## config.mk

```make
export PLATFORM = sky130hd
export DESIGN_NAME = tmds_decoder
export DESIGN_NICKNAME = d
export VERILOG_FILES = /design/src/rtl/tmds_decoder.sv
export SDC_FILE = /design/constraint.sdc
export NUM_CORES = 1
export LEC_CHECK = 0
export BUFFER_PORTS_ARGS = -buffer_cell sky130_fd_sc_hd__clkbuf_2
export CAP_MARGIN = 5
export CORE_MARGIN = 2
export CORE_UTILIZATION = 60
export DETAILED_ROUTE_END_ITERATION = 10
export GPL_ROUTABILITY_DRIVEN = 0
export PLACE_DENSITY = 0.82
export SLEW_MARGIN = 20
export SYNTH_ARGS = -nofsm -noshare
export SYNTH_HDL_FRONTEND = slang
export SYNTH_SLANG_ARGS = --single-unit
```

## constraint.sdc

```tcl
create_clock -name pixelclk -period 5.95 [get_ports pixelclk]
set_input_delay 0.2975 -clock pixelclk [delete_from_list [all_inputs] [get_ports pixelclk]]
set_output_delay 0.2975 -clock pixelclk [all_outputs]
set_load 0.02 [all_outputs]
```

## src/rtl/tmds_decoder.sv

```systemverilog
// rtl/tmds_decoder.sv - TMDS channel decoder with word-alignment FSM; TMDS_DEC_DISPARITY_CHK_EN enables the disparity check
module tmds_decoder #(
    parameter int CTL_RUN        = 8,
    parameter int SEARCH_TIMEOUT = 4096,
    parameter int SLIP_HOLDOFF   = 16,
    parameter int DISP_LIMIT     = 16
) (
    input  logic       pixelclk,
    input  logic       rst_n,
    input  logic [9:0] din,
    output logic [7:0] dout,
    output logic       c0,
    output logic       c1,
    output logic       de,
    output logic       bitslip,
    output logic       aligned,
    output logic       disp_err
);

    localparam int CNT_MAX = (SEARCH_TIMEOUT > SLIP_HOLDOFF) ? SEARCH_TIMEOUT : SLIP_HOLDOFF;
    localparam int CNT_W   = $clog2(CNT_MAX + 1);
    localparam int RUN_W   = $clog2(CTL_RUN + 1);

    localparam logic [CNT_W-1:0] CNT_SAT = CNT_W'(CNT_MAX);
    localparam logic [CNT_W-1:0] TMO_V   = CNT_W'(SEARCH_TIMEOUT);
    localparam logic [CNT_W-1:0] HOLD_V  = CNT_W'(SLIP_HOLDOFF);
    localparam logic [RUN_W-1:0] RUN_V   = RUN_W'(CTL_RUN);

    typedef enum logic [1:0] {SEARCH, SLIP, HOLD, LOCKED} state_t;

    state_t           state, state_nxt;
    logic [9:0]       din_q;
    logic [CNT_W-1:0] cnt, cnt_nxt, cnt_inc;
    logic [RUN_W-1:0] run, run_nxt, run_inc;
    logic             is_ctl;
    logic [1:0]       ctl_val;
    logic [7:0]       d_word;
    logic [7:0]       data_dec;

    assign cnt_inc = (cnt == CNT_SAT) ? cnt : cnt + CNT_W'(1);
    assign run_inc = (run == RUN_V) ? run : run + RUN_W'(1);
    assign aligned = (state == LOCKED);
    assign bitslip = (state == SLIP);

    always_comb begin
        is_ctl  = 1'b1;
        ctl_val = 2'b00;
        case (din_q)
            10'b1101010100: ctl_val = 2'b00;
            10'b0010101011: ctl_val = 2'b01;
            10'b0101010100: ctl_val = 2'b10;
            10'b1010101011: ctl_val = 2'b11;
            default:        is_ctl  = 1'b0;
        endcase
    end

    // Undo the optional inversion, then the XOR/XNOR transition chain
    always_comb begin
        data_dec    = '0;
        d_word      = din_q[9] ? ~din_q[7:0] : din_q[7:0];
        data_dec[0] = d_word[0];
        for (int i = 1; i < 8; i++) begin
            data_dec[i] = din_q[8] ? (d_word[i] ^ d_word[i-1]) : ~(d_word[i] ^ d_word[i-1]);
        end
    end

    always_comb begin
        state_nxt = state;
        cnt_nxt   = cnt;
        run_nxt   = run;
        case (state)
            SEARCH: begin
                run_nxt = is_ctl ? run_inc : '0;
                cnt_nxt = cnt_inc;
                if (is_ctl && run_inc >= RUN_V) begin
                    state_nxt = LOCKED;
                    cnt_nxt   = '0;
                    run_nxt   = '0;
                end else if (cnt_inc >= TMO_V) begin
                    state_nxt = SLIP;
                    cnt_nxt   = '0;
                    run_nxt   = '0;
                end
            end
            SLIP: begin
                state_nxt = HOLD;
                cnt_nxt   = '0;
                run_nxt   = '0;
            end
            HOLD: begin
                cnt_nxt = cnt_inc;
                if (cnt_inc >= HOLD_V) begin
                    state_nxt = SEARCH;
                    cnt_nxt   = '0;
                end
            end
            LOCKED: begin
                cnt_nxt = is_ctl ? '0 : cnt_inc;
                if (!is_ctl && cnt_inc >= TMO_V) begin
                    state_nxt = SEARCH;
                    cnt_nxt   = '0;
                    run_nxt   = '0;
                end
            end
            default: begin
                state_nxt = SEARCH;
                cnt_nxt   = '0;
                run_nxt   = '0;
            end
        endcase
    end

    always_ff @(posedge pixelclk or negedge rst_n) begin
        if (!rst_n) begin
            state <= SEARCH;
            cnt   <= '0;
            run   <= '0;
            din_q <= '0;
            dout  <= '0;
            c0    <= 1'b0;
            c1    <= 1'b0;
            de    <= 1'b0;
        end else begin
            state <= state_nxt;
            cnt   <= cnt_nxt;
            run   <= run_nxt;
            din_q <= din;
            if (state != LOCKED) begin
                dout <= '0;
                de   <= 1'b0;
                c0   <= 1'b0;
                c1   <= 1'b0;
            end else if (is_ctl) begin
                dout <= '0;
                de   <= 1'b0;
                c0   <= ctl_val[0];
                c1   <= ctl_val[1];
            end else begin
                dout <= data_dec;
                de   <= 1'b1;
            end
        end
    end

`ifdef TMDS_DEC_DISPARITY_CHK_EN
    localparam logic signed [7:0] LIM_P = DISP_LIMIT[7:0];

    logic signed [6:0] disp_acc;
    logic [3:0]        ones;
    logic [7:0]        word_disp;
    logic [7:0]        disp_sum;
    logic              disp_over;

    always_comb begin
        ones = '0;
        for (int i = 0; i < 10; i++) begin
            ones = ones + {3'b000, din_q[i]};
        end
        word_disp = {3'b000, ones, 1'b0} - 8'd10;
        disp_sum  = {disp_acc[6], disp_acc} + word_disp;
        disp_over = ($signed(disp_sum) > LIM_P) || ($signed(disp_sum) < -LIM_P);
    end

    // Accumulator restarts at every control token and after each reported error
    always_ff @(posedge pixelclk or negedge rst_n) begin
        if (!rst_n) begin
            disp_acc <= '0;
            disp_err <= 1'b0;
        end else begin
            disp_err <= 1'b0;
            if (state != LOCKED || is_ctl) begin
                disp_acc <= '0;
            end else if (disp_over) begin
                disp_acc <= '0;
                disp_err <= 1'b1;
            end else begin
                disp_acc <= $signed(disp_sum[6:0]);
            end
        end
    end
`else
    assign disp_err = 1'b0;
`endif

endmodule

```

==> run metrics, run 1 <==
status completed; slew margin rel. 0.3591; clk root buf clkbuf_4; drt first pass iters 4; first-pass GRT wire length 6.906 mm; Post-CTS Hold Fix Bufs 0; warnings from Yosys 0; Buffers on Ports 24; Filler cells 277; Post-synth EDFFs 0; Final Hold Vio Count 0; P per Cell Area 294.8 nW/um2; Avg Cell Area, Syn around 11 um2; area of the die 3970 um2; worst-path fanout max 8; DR DRC count 0; die width 63.01 um; Detailed Place HPWL 3.029 mm; initial antenna violation count 0; switch share 0.3408; Crit Path Class register to register; # nets final around 240; Sequential Power Share 0.486; peak supply drop 0.1997 mV; RSZ-0062 raised after global routing no; Iter 0 DRT Violations 160; Net Sw Power roughly 0.00023 W; IO Count 26; Synth async-reset ratio 1.000; via count roughly 1,500; fin. max-slew vios 0; Netlist cell types 48; Via density 5.674; Initial Utilization 0.6262; Die Span Y 63.01 um; power share of the clock group 0.258; CTS sink cnt 40; critical path arrival 2.51 ns; worst-case clock buffer depth 2; CP Launch Type register; max_cap viols 0; Tot GR Track Use 0.2246; Post-CTS Setup Bufs 0; Seq/Total Area, Yosys 0.4790; cell count after synthesis about 200; area grow syn2layout 10.60%; share of cells above drive strength 1 0.2081; worst-skew pair later-pin latency between 0.3 and 0.4 ns; ys flop type dfrtp_1; vias in the first global route 1,520; Worst Setup End Kind register; Required @ worst endpoint 6.19 ns; Antenna Nets Post-Route 0; setup violators final 0; Tcrit/Tclk final 0.3825; ANT cells 0; final WL 4.064 mm; TNS Setup 0 ns; Yosys reg bits 40; Hold WC Path Type primary input to register; row count 21; core area 3337 um2; f_max 0.4394 GHz; largest net degree at the start of global routing 41; wire per inst 15.22 um; Num CTS Buffers 5; Lkg Pwr 1.105 nW; CTS tree yes; clock-pin slew on the worst setup and hold paths 0.11 ns; R2R cell count 6; share of total power in combinational logic 0.257; H-Tree Level Count 2; mapped cell area 2090 um2; Least-Margin Pin Slew 0.9614 ns; hold depth 1; gr ovfl total 0; Clock Skews 0.01662 ns; min cycle time layout between 2 and 2.5 ns; Final Core Density 0.6925; P_int 0.0004491 W; post-CTS resize count 0
-- layer usage --
metal | routed length [um] | global-route usage | share of wire
met4 | 102 | 0.09444 | 0.025
met5 | 0 | 0 | 0
met1 | 1667 | 0.2776 | 0.41
met2 | 2077 | 0.3684 | 0.51
met3 | 216 | 0.06306 | 0.053
-- cells in the final DEF (no fill, tap or decap), types with 2 or more instances in the layout --
| cell type | synthesis | routed |
|---|---|---|
| xor2_1 | 5 | 5 |
| inv_1 | 15 | 15 |
| ha_1 | 10 | 10 |
| a211oi_1 | 3 | 3 |
| o21ai_0 | 4 | 4 |
| dfrtp_1 | 40 | 40 |
| nor2_1 | 21 | 21 |
| clkbuf_4 | 0 | 5 |
| nor3_1 | 4 | 4 |
| clkbuf_2 | 2 | 24 |
| nand2_1 | 9 | 9 |
| conb_1 | 1 | 2 |
| and3_1 | 5 | 5 |
| o22ai_1 | 2 | 2 |
| nand4_1 | 3 | 3 |
| nor2b_1 | 2 | 2 |
| o211ai_1 | 2 | 2 |
| nand4_4 | 2 | 2 |
| nand2b_1 | 3 | 3 |
| o221ai_1 | 2 | 2 |
| a21oi_1 | 5 | 5 |
| and4b_1 | 2 | 2 |
| xnor2_1 | 19 | 19 |
| nand3_1 | 7 | 7 |
-- final cells by class --
type,count,area (um2),area share
Tap cell,46,57.56,0.02491
Inverter,15,56.30,0.02436
Clock inverter,2,35.03,0.01516
Multi-Input combinational cell,134,999.7,0.4326
Timing Repair Buffer,24,120.1,0.05198
Clock buffer,6,41.29,0.01787
Sequential cell,40,1001,0.4331
-- kinds of logic (layout without fill, tap and decap cells) --
| kind of cell | after synthesis | in the layout | synth area share |
|---|---|---|---|
| adder cells (fa/ha/maj) | 10 | 10 | 0.05988 |
| buffers and inverters | 22 | 47 | 0.04431 |
| AO/OA/AOI/OAI | 29 | 29 | 0.1072 |
| AND/OR/NAND/NOR | 66 | 66 | 0.1868 |
| other | 1 | 2 | 0.001795 |
| multiplexers | 2 | 2 | 0.01257 |
| XOR/XNOR | 25 | 25 | 0.1084 |
| flip-flops | 40 | 40 | 0.4790 |
-- power groups by stage --
stage | Sequential, W | Combinational [W] | Clock, W
final | 0.000331 | 0.000175 | 0.000176
after global routing | 0.000334 | 0.000189 | 0.000194
after CTS | 0.000330 | 0.000175 | 0.000180
after detailed placement | 0.000335 | 0.000174 | 0
after global placement | 0.000331 | 0.000165 | 0
after floorplan | 0.000336 | 0.000117 | 0
-- cells in the mapped netlist (all sizes together) (3+ instances only) --
cell type	count	area (um2)
xnor2	19	166.4
nand3	7	35.03
nor3	4	20.02
o21ai	4	20.02
a211oi	3	22.52
a21oi	5	25.02
xor2	6	60.06
and3	5	31.28
nand4	5	61.31
dfrtp	40	1001
nor2	22	85.09
nand2	9	33.78
ha	10	125.1
inv	15	56.30
buf	4	22.52
nand2b	3	18.77
clkbuf	3	13.76
-- worst paths after layout --
check	slack, ns	start	end
worst max-delay path	3.67	cnt[0]	cnt[6]
worst min-delay path	0.05	din[1]	din_q[1]
worst max register to register	3.67	cnt[0]	cnt[6]
worst min register to register	0.56	run[2]	run[2]
max in group asynchronous	5.28	rst_n	cnt[10]
min in group asynchronous	0.07	rst_n	run[3]
-- stage by stage --
step / setup WS, ns / total power, W / cells / area, um2 / hold WS [ns]
2_1_floorplan: 3.968 / 0.0004527 / 196 / 2093 / 0.001909
3_3_place_gp: 3.858 / 0.0004960 / 259 / 2235 / 0.4055
3_5_place_dp: 3.761 / 0.0005093 / 259 / 2235 / 0.4071
4_1_cts: 3.731 / 0.0006852 / 267 / 2311 / 0.03673
5_1_grt: 3.538 / 0.0007170 / 267 / 2311 / 0.02154
6_report: 3.674 / 0.0006814 / 267 / 2311 / 0.04893
-- sequential cells by signal (all words and copies together), names as in the netlist --
register,flops
c1,1
state,2
run,4
din_q,10
cnt,13
de,1
dout,8
c0,1
-- critical path, stage by stage (launching register included) --
cell	delay (ns)
dfrtp_1	0.46
ha_1	0.35
nand3_1	0.13
xnor2_1	0.18
nor3_1	0.30
o2111ai_2	0.30
a2111oi_2	0.45
Power figures use the tool's default switching activity.
==> run 2: changes to the inputs <==
--- a/config.mk
+++ b/config.mk
@@ -8,10 +8,10 @@
 export BUFFER_PORTS_ARGS = -buffer_cell sky130_fd_sc_hd__clkbuf_2
 export CAP_MARGIN = 5
 export CORE_MARGIN = 2
-export CORE_UTILIZATION = 60
+export CORE_UTILIZATION = 57
 export DETAILED_ROUTE_END_ITERATION = 10
 export GPL_ROUTABILITY_DRIVEN = 0
-export PLACE_DENSITY = 0.82
+export PLACE_DENSITY = 0.79
 export SLEW_MARGIN = 20
 export SYNTH_ARGS = -nofsm -noshare
 export SYNTH_HDL_FRONTEND = slang
==> constraint.sdc (replaced) <==
create_clock -name pixelclk -period 2.25 [get_ports pixelclk]
set_input_delay 0.1125 -clock pixelclk [delete_from_list [all_inputs] [get_ports pixelclk]]
set_output_delay 0.1125 -clock pixelclk [all_outputs]
set_load 0.02 [all_outputs]
==> run 2 against run 1 <==
Net effect:
- design area rose by 6.2%
- highest routed layer unchanged
- combinational power rose to 2.7 times the previous value
- power rose to 2.7 times the previous value
- sequential power rose to 2.6 times the previous value
- sequential cell count did not move
- largest power group unchanged
- largest cell class is now multi-input combinational cells
- die area rose by 4.9%
==> run metrics, run 2 (same netlist as run 1, synthesis figures left out) <==
status completed; CTS tree yes; final total power 0.001860 W (+170%); final WL 4.134 mm (+1.7%); area grow syn2layout 17.42%; Least-Margin Pin Slew 0.8533 ns (-0.1081 ns); Final Hold Vio Count 0 (unchanged); worst-case clock buffer depth 2 (unchanged); Detailed Place HPWL 2.771 mm (-8.5%); vias in the first global route 1,591 (+4.7%); initial antenna violation count 0 (unchanged); critical path arrival 2.35 ns (-0.16 ns); Clock Skews 0.01176 ns (-0.004856 ns); fin. max-slew vios 0 (unchanged); TNS Setup 0 ns (unchanged); Lkg Pwr 1.163 nW (+5.3%); placed insts 261 (+0.77%); Via density 5.529 (-2.6%); slew margin rel. 0.4311 (+0.07206); Buffers on Ports 24 (unchanged); Num CTS Buffers 5 (unchanged); CP Launch Type register; f_max 0.4791 GHz (+9.1%); clk root buf clkbuf_4; highest-count cells in the layout ignoring fill and taps dfrtp_1 (40), clkbuf_2 (23), nor2_1 (21); core area 3416 um2 (+2.4%); min cycle time layout 2.087 ns (-0.1889 ns); Largest Register cnt; share of cells above drive strength 1 0.2137 (+0.005530); gr ovfl total 0 (unchanged); IO Count 26 (unchanged); Initial Utilization 0.6117 (-0.01445); Crit Path Class register to register; worst-path fanout max 8 (unchanged); # nets final 255 (+5.4%); row count 21 (unchanged); clock-pin slew on the worst setup and hold paths 0.13 ns (+0.02 ns); top flop regs cnt (13), din_q (10), dout (8); area of the die 4166 um2 (+4.9%); ANT cells 0 (unchanged); via count 1,548 (+2.2%); die width 64.55 um (+2.4%); first-pass GRT wire length 7.389 mm (+7.0%); DR DRC count 0 (unchanged); drt first pass iters 4 (unchanged); H-Tree Level Count 2 (unchanged); Worst Setup End Kind register; Iter 0 DRT Violations 120 (-25%); Antenna Nets Post-Route 0 (unchanged); Tcrit/Tclk final 0.9276 (+0.5451); Worst Path Buf+Inv 0 (unchanged); largest net degree at the start of global routing 41 (unchanged); Die Span Y 64.55 um (+2.4%); Required @ worst endpoint 2.51 ns (-3.68 ns); Top delay family on crit path compound AO/OA/AOI/OAI gates; max_cap viols 0 (unchanged); Largest register FFs 13 (unchanged); wire per inst 14.76 um (-3.0%); Tot GR Track Use 0.2367 (+0.01210); CTS sink cnt 40 (unchanged); most common cell after layout, fill and taps aside dfrtp_1; CP max stage cell dfrtp_1; peak supply drop 0.5339 mV (+170%); worst-skew pair later-pin latency 0.36 ns (about the same); RSZ-0062 raised after global routing no; Cell Chain, Critical Path ha_2, xnor2_1, a31oi_1, o31ai_1, o2111ai_2, a2111oi_2; P per Cell Area 758.2 nW/um2 (+160%); Hold WC Path Type primary input to asynchronous set/reset pin; post-route insts no fill 280 (+4.9%); setup violators final 0 (unchanged); largest stage delay on the critical path 0.46 ns (about the same)
==> run 2: area by class of cell <==
cell class / count / area (um2)
multi-input combinational: 134 / 1003
sequential: 40 / 1001
fill: 231 / 962.2
timing repair buffer: 37 / 245.2
tap: 46 / 57.56
inverter: 15 / 56.30
clock buffer: 6 / 51.30
clock inverter: 2 / 38.79
==> run 2: report_power, final <==
part	leakage (nW)	total [W]	internal, W	switching (W)
clock	0.0484	0.000514	0.000266	0.000248
combinational	0.587	0.000481	0.000190	0.000291
sequential	0.527	0.000865	0.000788	0.0000770
==> run 2: path summary, 6_finish.rpt <==
kind                       depth (start not counted)  endpoint  slack, ns    from
max                                                6    cnt[6]       0.16  cnt[0]
min                                                2  state[0]       0.38   rst_n
max reg2reg                                        6    cnt[6]       0.16  cnt[0]
min reg2reg                                        1    run[3]       0.57  run[3]
max in group asynchronous                          2    cnt[7]       1.33   rst_n
min in group pixelclk                              2  din_q[6]       0.39  din[6]
==> run 2: what timing repair did <==
item / in CTS / in global routing
gates resized for setup: 0 / 2
endpoints found under the hold margin: 50 / 0
buffers inserted: 0 / 0
setup endpoints to repair: 0 / 3
hold buffers: 11 / 0
==> run 2: routing by layer <==
layer | share of wire | routed length (um) | up-vias | track usage
met5 | 0 | 0 | - | 0
met4 | 0.023 | 97 | 0 | 0.09574
met3 | 0.052 | 214 | 14 | 0.06597
met2 | 0.52 | 2154 | 52 | 0.4115
met1 | 0.40 | 1667 | 737 | 0.2763
li1 | - | - | 745 | -
==> run 2: stage by stage <==
stage	area (um2)	utilization	setup slack (ns)	hold slack, ns
after floorplan	2093	-	0.2679	-0.1831
after global placement	2250	0.6586	0.2328	0.2212
after CTS	2450	0.7172	0.09893	0.3738
after global routing	2454	0.7183	0.05231	0.3701
after detailed placement	2250	0.6586	0.1263	0.2221
final	2454	0.7183	0.1629	0.3795
==> run 3: changes to the inputs <==
--- a/config.mk
+++ b/config.mk
@@ -12,6 +12,7 @@
 export DETAILED_ROUTE_END_ITERATION = 10
 export GPL_ROUTABILITY_DRIVEN = 0
 export PLACE_DENSITY = 0.79
+export REMOVE_ABC_BUFFERS = 1
 export SLEW_MARGIN = 20
 export SYNTH_ARGS = -nofsm -noshare
 export SYNTH_HDL_FRONTEND = slang
==> run 3 against run 2 <==
Net effect:
- core utilization hardly changed
- non-clock buffer count stayed put
- combinational power is 4.6% higher
- worst setup slack worse by 0.033 ns
- maximum frequency is 1.6% lower
- critical path depth stayed put
- count of clock-buffer cells in the layout is 1 lower
- sequential share of layout area hardly changed
- largest power group unchanged
- register-to-register slack worse by 0.03 ns
- routed wire length is 4.3% higher
- critical path type unchanged
==> run metrics, run 3 (same netlist as run 1, synthesis figures left out) <==
status completed; max_cap viols 0 (unchanged); worst-path fanout max 8 (unchanged); top flop regs cnt (13), din_q (10), dout (8); setup violators final 0 (unchanged); wire per inst 15.40 um (+4.3%); Post-CTS Setup Bufs 0 (unchanged); gr ovfl total 0 (unchanged); Tot GR Track Use 0.2425 (+0.005737); Final Core Density 0.7179 (about the same); RSZ-0062 raised after global routing yes; Required @ worst endpoint 2.49 ns (-0.02 ns); Largest Register cnt; CTS tree yes; Buffers on Ports 24 (unchanged); reg2reg end cnt[6]; first-pass GRT wire length 7.583 mm (+2.6%); share of cells above drive strength 1 0.2179 (+0.004274); Iter 0 DRT Violations 104 (-13%); slew margin rel. 0.4295 (-0.001626); area of the die 4166 um2 (unchanged); Final Hold Vio Count 0 (unchanged); Via density 5.607 (+1.4%); f_max 0.4716 GHz (-1.6%); CP Launch Type register; Initial Utilization 0.6117 (unchanged); ANT cells 0 (unchanged); clock-pin slew on the worst setup and hold paths 0.13 ns (about the same); row count 21 (unchanged); most common cell after layout, fill and taps aside dfrtp_1; clk root buf clkbuf_4; CTS sink cnt 40 (unchanged); fin. max-slew vios 0 (unchanged); worst-skew pair later-pin latency 0.35 ns (about the same); highest-count cells in the layout ignoring fill and taps dfrtp_1 (40), clkbuf_2 (23), nor2_1 (21); placed insts 261 (unchanged); # nets final 255 (unchanged); core area 3416 um2 (unchanged); Crit Path Class register to register; Antenna Nets Post-Route 0 (unchanged); Hold WC Path Type primary input to asynchronous set/reset pin; final WL 4.312 mm (+4.3%); initial antenna violation count 0 (unchanged); largest net degree at the start of global routing 41 (unchanged); R2R cell count 6 (unchanged); P per Cell Area 757.8 nW/um2 (about the same); die width 64.55 um (unchanged); vias in the first global route 1,718 (+8.0%); post-route insts no fill 280 (unchanged); IO Count 26 (unchanged); Num CTS Buffers 5 (unchanged); Worst Setup End Kind register; Tcrit/Tclk final 0.9425 (+0.01488); peak supply drop 0.5923 mV (+11%); Reg2Reg Launch Point cnt[0]; critical path arrival 2.36 ns (about the same); Detailed Place HPWL 2.899 mm (+4.6%); Clock Skews 0.008823 ns (-0.002937 ns); H-Tree Level Count 2 (unchanged); Least-Margin Pin Slew 0.8558 ns (+0.002439 ns); Reg2Reg Setup Slack 0.13 ns (-0.03 ns); area grow syn2layout 17.37% (about the same); min cycle time layout 2.121 ns (+0.03347 ns); final total power 0.001858 W (-0.11%); Die Span Y 64.55 um (unchanged); via count 1,570 (+1.4%); worst-case clock buffer depth 2 (unchanged); TNS Setup 0 ns (unchanged); drt first pass iters 4 (unchanged); DR DRC count 0 (unchanged); Largest register FFs 13 (unchanged); Lkg Pwr 1.159 nW (-0.39%)
[run 3: changes by cell type in the layout (fill, tap and decap cells not counted)]
cell / previous run / this run
a2111oi_0: 0 / 1
a2111oi_1: 1 / 0
clkbuf_8: 1 / 0
clkinv_4: 1 / 0
clkinvlp_4: 0 / 1
inv_6: 0 / 1
o22ai_1: 2 / 1
o22ai_2: 0 / 1
[run 3: worst max-delay path by stage]
stage	start	cells after the start	end
floorplan	cnt[0]	6	cnt[6]
global placement	cnt[0]	6	cnt[6]
detailed placement	cnt[0]	6	cnt[6]
CTS	cnt[0]	6	cnt[6]
global route	cnt[0]	6	cnt[6]
finish	cnt[0]	6	cnt[6]
[run 3: worst max-delay path, stage by stage (launching register included)]
cell	delay, ns
dfrtp_1	0.47
ha_2	0.31
xnor2_1	0.14
a31oi_1	0.10
o31ai_1	0.33
o2111ai_2	0.26
a2111oi_2	0.40
[run 3: cell type report]
class	count	area (um2)
fillers	253	963.4
well taps	46	57.56
clock buffers	5	37.54
repair buffers	37	245.2
clock inverters	3	46.29
multi-input cells	134	1008
inverters	15	56.30
flip-flops and latches	40	1001
[run 3: report_power, final]
group | internal [W] | total [W] | switching [W]
logic | 0.000196 | 0.000503 | 0.000307
registers | 0.000788 | 0.000870 | 0.0000819
clock network | 0.000237 | 0.000485 | 0.000248
total | 0.00122 | 0.00186 | 0.000637
[run 3: layer usage]
layer  global-route usage  vias to the layer above  share of wire
li1                     -                      741              -
met1               0.2755                      756           0.38
met2               0.4258                       62           0.53
met3              0.05729                       11          0.058
met4               0.1223                        0          0.030
met5                    0                        -              0
[run 3: through the flow]
stage | worst slack [ns] | cell area (um2) | hold WS, ns
after global placement | 0.2376 | 2250 | 0.2206
after CTS | 0.06856 | 2444 | 0.3936
after floorplan | 0.3550 | 2057 | -0.1831
after global routing | -0.01637 | 2452 | 0.3856
final | 0.1295 | 2452 | 0.3893
after detailed placement | 0.1222 | 2250 | 0.2225
[run 3: timing repair]
action	4_1_cts	5_1_grt
resized for setup	0	2
setup endpoints to repair	0	3
hold buffers	11	0
endpoints found under the hold margin	50	0
